[config.mk]
export PLATFORM = sky130hd
export DESIGN_NAME = img_dma_ctrl_flat
export DESIGN_NICKNAME = d
export VERILOG_FILES = /design/src/rtl/img_dma_if.sv /design/src/rtl/img_dma_ctrl.sv /design/src/flat_wrapper.sv
export SDC_FILE = /design/constraint.sdc
export NUM_CORES = 2
export LEC_CHECK = 0
export ABC_CLOCK_PERIOD_IN_PS = 17500
export CAP_MARGIN = 20
export CORE_AREA = 10 10 651 653
export CTS_BUF_LIST = sky130_fd_sc_hd__clkbuf_2
export CTS_CLUSTER_DIAMETER = 150
export DETAILED_ROUTE_END_ITERATION = 8
export DIE_AREA = 0 0 661 663
export PLACE_DENSITY_LB_ADDON = 0.08
export SYNTH_ARGS = -nofsm -noshare
export SYNTH_HDL_FRONTEND = slang
export SYNTH_SLANG_ARGS = --single-unit
[constraint.sdc]
create_clock -name clk -period 17.5 [get_ports clk]
set_clock_uncertainty 0.2 [all_clocks]
set_input_delay 2.625 -clock clk [delete_from_list [all_inputs] [get_ports clk]]
set_output_delay 2.625 -clock clk [all_outputs]
set_load 0.005 [all_outputs]
[src/rtl/img_dma_if.sv]
// img_dma_if
//   Bundles every handshake and bus signal of the image DMA engine so the
//   controller and its environment connect through a single port.
//   Groups:
//     register bus : reg_wr_en, reg_sel[1:0], reg_data[27:0], start
//     status       : busy, done
//     page read    : rd_req_valid/rd_req_ready/rd_addr, rd_data_valid/rd_data
//     page output  : pg_valid/pg_ready/pg_data
//     result in    : res_valid/res_ready/res_data
//     result write : wr_req_valid/wr_req_ready/wr_addr/wr_data
//   Modports:
//     master : the DMA controller
//     slave  : firmware, memory, consumer and classifier side
interface img_dma_if #(
  parameter int ADDR_W = 32,
  parameter int DATA_W = 512,
  parameter int RES_W  = 64
);
  logic              reg_wr_en;
  logic [1:0]        reg_sel;
  logic [27:0]       reg_data;
  logic              start;
  logic              busy;
  logic              done;
  logic              rd_req_valid;
  logic              rd_req_ready;
  logic [ADDR_W-1:0] rd_addr;
  logic              rd_data_valid;
  logic [DATA_W-1:0] rd_data;
  logic              pg_valid;
  logic              pg_ready;
  logic [DATA_W-1:0] pg_data;
  logic              res_valid;
  logic [RES_W-1:0]  res_data;
  logic              res_ready;
  logic              wr_req_valid;
  logic              wr_req_ready;
  logic [ADDR_W-1:0] wr_addr;
  logic [DATA_W-1:0] wr_data;

  modport master (
    input  reg_wr_en, reg_sel, reg_data, start,
    input  rd_req_ready, rd_data_valid, rd_data,
    input  pg_ready, res_valid, res_data, wr_req_ready,
    output busy, done, rd_req_valid, rd_addr,
    output pg_valid, pg_data, res_ready,
    output wr_req_valid, wr_addr, wr_data
  );

  modport slave (
    output reg_wr_en, reg_sel, reg_data, start,
    output rd_req_ready, rd_data_valid, rd_data,
    output pg_ready, res_valid, res_data, wr_req_ready,
    input  busy, done, rd_req_valid, rd_addr,
    input  pg_valid, pg_data, res_ready,
    input  wr_req_valid, wr_addr, wr_data
  );
endinterface

[src/rtl/img_dma_ctrl.sv]
// img_dma_ctrl
//   Image fetch and result writeback engine. Firmware programs the image
//   address, image count and result address, then pulses start. For each
//   image the engine issues PAGES_PER_IMG page reads (several in flight,
//   throttled so reads in flight plus buffered pages never exceed MAX_OUT),
//   streams the returned pages to the consumer through a small FIFO, waits
//   for one classifier result and writes it to the result address.
//   Ports:
//     clk  : clock
//     rst  : synchronous active-high reset, aborts any operation
//     bus  : img_dma_if.master (register bus, start, busy/done, page read,
//            page output, result input, result write)
module img_dma_ctrl #(
  parameter int ADDR_W        = 32,
  parameter int DATA_W        = 512,
  parameter int RES_W         = 64,
  parameter int PAGES_PER_IMG = 1407,
  parameter int MAX_OUT       = 4,
  parameter int CNT_W         = 16
) (
  input  logic      clk,
  input  logic      rst,
  img_dma_if.master bus
);
  localparam int IW = $clog2(PAGES_PER_IMG + 1);
  localparam int OW = $clog2(MAX_OUT + 1);
  localparam int PW = $clog2(MAX_OUT);
  localparam logic [IW-1:0] PAGES   = IW'(PAGES_PER_IMG);
  localparam logic [OW:0]   MAX_OCC = (OW + 1)'(MAX_OUT);

  typedef enum logic [1:0] {IDLE, FETCH, WAIT_RES, WRITE_RES} state_t;

  state_t state_reg, state_next;

  logic [ADDR_W-1:0] img_addr_reg;
  logic [ADDR_W-1:0] rslt_addr_reg;
  logic [CNT_W-1:0]  img_cnt_reg;
  logic [IW-1:0]     issued_reg;
  logic [OW-1:0]     inflight_reg;
  logic [OW-1:0]     buffered_reg;
  logic [PW-1:0]     wr_ptr_reg;
  logic [PW-1:0]     rd_ptr_reg;
  logic [RES_W-1:0]  result_reg;
  logic              done_reg;
  logic [DATA_W-1:0] fifo_mem [MAX_OUT];

  logic             cfg_wr;
  logic             wr_img_addr;
  logic             wr_img_cnt;
  logic             wr_rslt_addr;
  logic [CNT_W-1:0] cnt_eff;
  logic             start_ok;
  logic [OW:0]      occ;
  logic             fetch_req;
  logic             res_take;
  logic             wr_req;
  logic             rd_fire;
  logic             push;
  logic             pop;
  logic             wr_fire;
  logic             last_img;

  // Register writes only land while idle.
  assign cfg_wr       = bus.reg_wr_en && (state_reg == IDLE);
  assign wr_img_addr  = cfg_wr && (bus.reg_sel == 2'b00);
  assign wr_img_cnt   = cfg_wr && (bus.reg_sel == 2'b01);
  assign wr_rslt_addr = cfg_wr && (bus.reg_sel == 2'b10);

  // A count written in the same cycle as start is the one start acts on.
  assign cnt_eff  = wr_img_cnt ? CNT_W'(bus.reg_data) : img_cnt_reg;
  assign start_ok = bus.start && (state_reg == IDLE);

  assign occ      = {1'b0, inflight_reg} + {1'b0, buffered_reg};
  assign rd_fire  = fetch_req && bus.rd_req_ready;
  // Returns are only accepted against an outstanding read, so data from
  // reads issued before a reset never reaches the FIFO.
  assign push     = bus.rd_data_valid && (state_reg == FETCH) && (inflight_reg != '0);
  assign pop      = (buffered_reg != '0) && bus.pg_ready;
  assign wr_fire  = wr_req && bus.wr_req_ready;
  assign last_img = (img_cnt_reg == CNT_W'(1));

  always_ff @(posedge clk) begin
    if (rst) begin
      state_reg <= IDLE;
    end else begin
      state_reg <= state_next;
    end
  end

  always_comb begin
    state_next = state_reg;
    fetch_req  = 1'b0;
    res_take   = 1'b0;
    wr_req     = 1'b0;
    case (state_reg)
      IDLE: begin
        if (bus.start && (cnt_eff != '0)) begin
          state_next = FETCH;
        end
      end
      FETCH: begin
        fetch_req = (issued_reg < PAGES) && (occ < MAX_OCC);
        // Leave only once every page of this image has reached the consumer.
        if ((issued_reg == PAGES) && (inflight_reg == '0) && (buffered_reg == '0)) begin
          state_next = WAIT_RES;
        end
      end
      WAIT_RES: begin
        res_take = 1'b1;
        if (bus.res_valid) begin
          state_next = WRITE_RES;
        end
      end
      WRITE_RES: begin
        wr_req = 1'b1;
        if (bus.wr_req_ready) begin
          state_next = last_img ? IDLE : FETCH;
        end
      end
      default: begin
        state_next = IDLE;
      end
    endcase
  end

  always_ff @(posedge clk) begin
    if (rst) begin
      img_addr_reg  <= '0;
      rslt_addr_reg <= '0;
      img_cnt_reg   <= '0;
      issued_reg    <= '0;
      inflight_reg  <= '0;
      buffered_reg  <= '0;
      wr_ptr_reg    <= '0;
      rd_ptr_reg    <= '0;
      result_reg    <= '0;
      done_reg      <= 1'b0;
    end else begin
      if (wr_img_addr) begin
        img_addr_reg <= ADDR_W'(bus.reg_data);
      end else if (rd_fire) begin
        img_addr_reg <= img_addr_reg + ADDR_W'(1);
      end

      if (wr_rslt_addr) begin
        rslt_addr_reg <= ADDR_W'(bus.reg_data);
      end else if (wr_fire) begin
        rslt_addr_reg <= rslt_addr_reg + ADDR_W'(1);
      end

      if (wr_img_cnt) begin
        img_cnt_reg <= CNT_W'(bus.reg_data);
      end else if (wr_fire) begin
        img_cnt_reg <= img_cnt_reg - CNT_W'(1);
      end

      if (rd_fire) begin
        issued_reg <= issued_reg + IW'(1);
      end else if (wr_fire) begin
        issued_reg <= '0;
      end

      case ({rd_fire, push})
        2'b10:   inflight_reg <= inflight_reg + OW'(1);
        2'b01:   inflight_reg <= inflight_reg - OW'(1);
        default: inflight_reg <= inflight_reg;
      endcase

      case ({push, pop})
        2'b10:   buffered_reg <= buffered_reg + OW'(1);
        2'b01:   buffered_reg <= buffered_reg - OW'(1);
        default: buffered_reg <= buffered_reg;
      endcase

      // MAX_OUT is a power of two, so the pointers wrap naturally.
      if (push) begin
        wr_ptr_reg <= wr_ptr_reg + PW'(1);
      end
      if (pop) begin
        rd_ptr_reg <= rd_ptr_reg + PW'(1);
      end

      if ((state_reg == WAIT_RES) && bus.res_valid) begin
        result_reg <= bus.res_data;
      end

      // Zero-image start completes immediately with a pulse next cycle.
      done_reg <= start_ok && (cnt_eff == '0);
    end
  end

  generate
    for (genvar gi = 0; gi < MAX_OUT; gi++) begin : g_fifo
      always_ff @(posedge clk) begin
        if (rst) begin
          fifo_mem[gi] <= '0;
        end else if (push && (wr_ptr_reg == PW'(gi))) begin
          fifo_mem[gi] <= bus.rd_data;
        end
      end
    end
  endgenerate

  assign bus.busy         = (state_reg != IDLE);
  assign bus.done         = done_reg || (wr_fire && last_img);
  assign bus.rd_req_valid = fetch_req;
  assign bus.rd_addr      = img_addr_reg;
  assign bus.pg_valid     = (buffered_reg != '0);
  // Head entry shown combinationally so a fresh page is visible at once.
  assign bus.pg_data      = (buffered_reg != '0) ? fifo_mem[rd_ptr_reg] : '0;
  assign bus.res_ready    = res_take;
  assign bus.wr_req_valid = wr_req;
  assign bus.wr_addr      = rslt_addr_reg;
  assign bus.wr_data      = DATA_W'(result_reg);
endmodule

[src/flat_wrapper.sv]
// flat-port wrapper written by rule: the top's interface ports become plain ports
module img_dma_ctrl_flat 
#(
  parameter int ADDR_W        = 32,
  parameter int DATA_W        = 512,
  parameter int RES_W         = 64,
  parameter int PAGES_PER_IMG = 1407,
  parameter int MAX_OUT       = 4,
  parameter int CNT_W         = 16
)
  (clk, rst, bus_reg_wr_en, bus_reg_sel, bus_reg_data, bus_start, bus_rd_req_ready, bus_rd_data_valid, bus_rd_data, bus_pg_ready, bus_res_valid, bus_res_data, bus_wr_req_ready, bus_busy, bus_done, bus_rd_req_valid, bus_rd_addr, bus_pg_valid, bus_pg_data, bus_res_ready, bus_wr_req_valid, bus_wr_addr, bus_wr_data);
  img_dma_if #(.ADDR_W(ADDR_W), .DATA_W(DATA_W), .RES_W(RES_W)) bus_i ();
  input  logic clk;
  input  logic rst;
  input wire logic [$bits(bus_i.reg_wr_en)-1:0] bus_reg_wr_en;
  input wire logic [$bits(bus_i.reg_sel)-1:0] bus_reg_sel;
  input wire logic [$bits(bus_i.reg_data)-1:0] bus_reg_data;
  input wire logic [$bits(bus_i.start)-1:0] bus_start;
  input wire logic [$bits(bus_i.rd_req_ready)-1:0] bus_rd_req_ready;
  input wire logic [$bits(bus_i.rd_data_valid)-1:0] bus_rd_data_valid;
  input wire logic [$bits(bus_i.rd_data)-1:0] bus_rd_data;
  input wire logic [$bits(bus_i.pg_ready)-1:0] bus_pg_ready;
  input wire logic [$bits(bus_i.res_valid)-1:0] bus_res_valid;
  input wire logic [$bits(bus_i.res_data)-1:0] bus_res_data;
  input wire logic [$bits(bus_i.wr_req_ready)-1:0] bus_wr_req_ready;
  output wire logic [$bits(bus_i.busy)-1:0] bus_busy;
  output wire logic [$bits(bus_i.done)-1:0] bus_done;
  output wire logic [$bits(bus_i.rd_req_valid)-1:0] bus_rd_req_valid;
  output wire logic [$bits(bus_i.rd_addr)-1:0] bus_rd_addr;
  output wire logic [$bits(bus_i.pg_valid)-1:0] bus_pg_valid;
  output wire logic [$bits(bus_i.pg_data)-1:0] bus_pg_data;
  output wire logic [$bits(bus_i.res_ready)-1:0] bus_res_ready;
  output wire logic [$bits(bus_i.wr_req_valid)-1:0] bus_wr_req_valid;
  output wire logic [$bits(bus_i.wr_addr)-1:0] bus_wr_addr;
  output wire logic [$bits(bus_i.wr_data)-1:0] bus_wr_data;
  assign bus_i.reg_wr_en = bus_reg_wr_en;
  assign bus_i.reg_sel = bus_reg_sel;
  assign bus_i.reg_data = bus_reg_data;
  assign bus_i.start = bus_start;
  assign bus_i.rd_req_ready = bus_rd_req_ready;
  assign bus_i.rd_data_valid = bus_rd_data_valid;
  assign bus_i.rd_data = bus_rd_data;
  assign bus_i.pg_ready = bus_pg_ready;
  assign bus_i.res_valid = bus_res_valid;
  assign bus_i.res_data = bus_res_data;
  assign bus_i.wr_req_ready = bus_wr_req_ready;
  assign bus_busy = bus_i.busy;
  assign bus_done = bus_i.done;
  assign bus_rd_req_valid = bus_i.rd_req_valid;
  assign bus_rd_addr = bus_i.rd_addr;
  assign bus_pg_valid = bus_i.pg_valid;
  assign bus_pg_data = bus_i.pg_data;
  assign bus_res_ready = bus_i.res_ready;
  assign bus_wr_req_valid = bus_i.wr_req_valid;
  assign bus_wr_addr = bus_i.wr_addr;
  assign bus_wr_data = bus_i.wr_data;
  img_dma_ctrl #(.ADDR_W(ADDR_W), .DATA_W(DATA_W), .RES_W(RES_W), .PAGES_PER_IMG(PAGES_PER_IMG), .MAX_OUT(MAX_OUT), .CNT_W(CNT_W)) u_core (.clk(clk), .rst(rst), .bus(bus_i));
endmodule
==> impl_results.md <==
- Total CTS buffers: between 600 and 700
- Area share of fa/ha/maj cells after synthesis: 0.002583
- GPL Wtd Cong: 0.7728
- Avg Inst Size Synth: around 14 µm²
- Hold buffer count at CTS: 0
- Post-CTS Setup Bufs: 0
- Internal power: roughly 0.0083 W
- Remaining Overflow, GRT: 0
- Predominant post-synthesis flop cell: edfxtp_1
- Synth Area in Compound Gates: 0.01317
- Max reg flops: 2048
- Fill cells: roughly 42000
- Critical setup path kind: flip-flop to primary output
- CTS-repair resized insts: 0
- Most frequent CP cell: buf_4
- Cell Pwr Density: 91.98 mW/mm²
- Die Y: approximately 660 µm
- Post-DR vias/cell: approximately 4.5
- WL met3: approximately 25000 µm
- Syn Std Cell Area: around 0.10 mm²
- Share of cells above drive strength 1: 0.1829
- Worst VDD drop: between 40 and 50 µV
- Clock power frac: 0.356
- Max Freq: between 0.1 and 0.15 GHz
- Ys async rst share: 0
- CTS tree: built
- Crit. End Element: primary output
- Final hold viol count: 0
- Largest family of logic cells by synthesized area: simple AND/OR/NAND/NOR gates
- Synth cell types: 56
- Routed wl met2: between 150000 and 200000 µm
- Critical path data arrival time: ~6.6 ns
- CP peak stage delay: a little under 0.9 ns
- Fin. max-slew vios: 0
- TritonRoute pass-1 iters: 7
- Synth Instances: 7161
- Status: finished clean
- Fin crit period: 9.436 ns
- CP cell instances: buf_4, buf_12, buf_4, mux4_2, and2_1, clkdlybuf4s50_1
- Nets: roughly 9000
- Leak pwr: roughly 50 nW
- Crit path launch type: flip-flop
- Final worst path period share: 0.5392
- Comb power frac: 0.115
- Initial Util: 0.2497
- First-pass GRT wire length: about 550000 µm
- Final setup viols: 0
- Iter 0 DRT Violations: between 3000 and 4000
- DR top layer: met5
- Antenna Nets Post-Route: 0
- TritonCTS Sinks: about 2200
- Initial antenna violation count: ~200
- Core area: around 0.4 mm²
- Switching portion of total power: 0.2818
- Gr usage total: 0.1724
- Max FO, Critical Path: roughly 110
- Largest net degree at the start of global routing: 252
- Slowest cell on crit path: buf_4
- #FFs+latches synth: about 2200
- WP data required: roughly 15 ns
- Reg power frac: 0.530
- Vias: ~66000
- Switch Pwr: approximately 0.0032 W
- Mux contribution to synthesized area: 0.1127
- Met1 WL: 158800 µm
- Final WL: roughly 390000 µm
- Rows: between 200 and 250
- Hold Path Class: flip-flop to flip-flop
- Io pins: about 1700
- Port bufs: between 1000 and 1500
- Clk slew on worst S/H paths: 0.11 ns
- Slew headroom: 0.2520
- DRC viols: 0
- Warning count from the yosys run: 0
- Area delta synth->final: 22.02%
- Fin Hold WS: 0.2567 ns
- Post-Synth Simple-Gate Area: 0.1775
- Slew @ Worst Pin: around 1.1 ns
- Clk_lat worst skew: between 2 and 2.5 ns
- Register area share after synthesis: 0.6319
- Buffer depth of the longest clock path: 4
- RSZ-0062 raised after global routing: false
- Final HPWL DP: around 240000 µm
- Die width: 661 µm
- XOR/XNOR Fraction of Synth Area: 0.004690
- H-tree levels: 6
- CTS root buf: clkbuf_2
- Final setup TNS: 0 ns
- Vias in the first global route: a little over 70000
- Number of max-cap violations: 0
- Post-synth EDFFs: 2048
- Die footprint: between 0.4 and 0.5 mm²
- Routed length per placed instance: about 27 µm
==> power groups by stage <==
stage,Sequential [W],Combinational (W),Clock (W)
after floorplan,0.00633,0.000675,0
after global routing,0.00613,0.00143,0.00459
after CTS,0.00611,0.00137,0.00433
after global placement,0.00622,0.00136,0
final,0.00610,0.00132,0.00410
after detailed placement,0.00623,0.00136,0
==> cells in the final DEF, fill, tap and decap left out, types with 15 or more instances in the layout <==
cell type,netlist,final
dfxtp_1,170,168
nand4_1,21,21
a21oi_1,92,92
a211oi_1,29,29
and3_1,1547,1547
clkdlybuf4s50_1,0,1259
inv_1,36,36
nor2_1,89,89
nor4_1,21,21
buf_4,449,91
or3_1,23,23
a311oi_1,27,27
xnor2_1,36,36
clkbuf_2,0,942
nand2_1,184,179
diode_2,0,40
nor3_1,31,30
conb_1,1,448
ha_1,18,15
or4_1,15,15
and2_1,1031,1030
bufinv_16,0,18
nand3_1,25,25
buf_12,0,20
mux4_2,512,512
xor2_1,19,19
edfxtp_1,2048,2048
o21ai_0,41,41
clkinv_1,0,116
==> cells by family after synthesis <==
logic type / Yosys count
multiplexers: 516
XOR/XNOR: 55
adder cells (fa/ha/maj): 20
AO/OA/AOI/OAI: 218
flip-flops: 2218
buffers and inverters: 1117
AND/OR/NAND/NOR: 3016
other: 1
==> metrics by stage <==
step / total power (W) / instances / setup WS, ns / util / instance area [µm²]
2_1_floorplan: 0.007008 / 7608 / 2.001 / - / 104400
3_3_place_gp: 0.007584 / 13372 / 9.820 / 0.2899 / 119300
3_5_place_dp: 0.007588 / 13372 / 9.847 / 0.2899 / 119300
4_1_cts: 0.01181 / 14488 / 7.330 / 0.3044 / 125200
5_1_grt: 0.01215 / 14504 / 7.313 / 0.3045 / 125300
6_report: 0.01153 / 14528 / 8.064 / 0.3047 / 125300
==> critical path: cells and delay by family, from the launching register on <==
| kind | cells | cell delay [ns] |
|---|---|---|
| DFF | 1 | 0.61 |
| buffers and inverters | 4 | 2.89 |
| and+or+nand+nor | 1 | 0.28 |
| muxes | 1 | 0.38 |
==> path summary, 6_finish.rpt <==
| check | endpoint | slack (ns) | start | cells past startpoint |
|---|---|---|---|---|
| min reg2reg | u_core.result_reg[1]$_SDFFE_PP0P_ | 0.26 | u_core.result_reg[1]$_SDFFE_PP0P_ | 2 |
| max reg2reg | u_core.fifo_mem[0][408]$_SDFFCE_PN0P_ | 12.31 | u_core.state_reg[1]$_SDFFE_PP0P_ | 9 |
| min | u_core.result_reg[1]$_SDFFE_PP0P_ | 0.26 | u_core.result_reg[1]$_SDFFE_PP0P_ | 2 |
| max | bus_pg_data[229] | 8.06 | flip-flop | 6 |
==> layout make-up <==
cell class / instances / area, µm² / share of cell area
well taps: 5474 / 6849 / 0.05465
clock buffers: 942 / 4715 / 0.03762
multi-input cells: 4273 / 33670 / 0.2687
diodes: 40 / 100.1 / 0.0007987
repair buffers: 1370 / 13690 / 0.1092
flip-flops and latches: 2218 / 64910 / 0.5179
inverters: 37 / 146.4 / 0.001168
clock inverters: 174 / 1247 / 0.009954
==> synthesized netlist by cell type (all sizes together), types with 2 or more instances <==
| cell type | instances | area [µm²] |
|---|---|---|
| o21ai | 41 | 205.2 |
| nand2 | 184 | 690.7 |
| a211oi | 30 | 230.2 |
| a31oi | 4 | 25.02 |
| nand4b | 2 | 17.52 |
| o31ai | 11 | 82.58 |
| nand3 | 25 | 125.1 |
| a311oi | 27 | 236.5 |
| xor2 | 19 | 166.4 |
| o311ai | 3 | 26.28 |
| fa | 2 | 40.04 |
| nor4 | 21 | 131.4 |
| nor3b | 2 | 15.01 |
| edfxtp | 2048 | 61500 |
| dfxtp | 170 | 3403 |
| and4 | 10 | 87.58 |
| mux2i | 4 | 40.04 |
| a21o | 3 | 22.52 |
| or3 | 24 | 155.1 |
| nand4 | 26 | 202.7 |
| nor3 | 31 | 155.2 |
| inv | 37 | 138.9 |
| and2 | 1031 | 6450 |
| a21oi | 92 | 460.4 |
| buf | 548 | 3766 |
| nor4b | 2 | 23.77 |
| clkbuf | 532 | 1997 |
| and3 | 1547 | 9678 |
| nor2 | 89 | 334.1 |
| ha | 18 | 225.2 |
| mux4 | 512 | 11530 |
| or4 | 15 | 112.6 |
| or2 | 4 | 25.03 |
| xnor2 | 36 | 315.3 |
==> per-layer routing <==
layer	vias up	global-route usage
met1	33530	0.2065
met2	2339	0.3023
met3	798	0.04451
met5	-	0
li1	29217	-
met4	74	0.05314
Power figures use the tool's default switching activity.
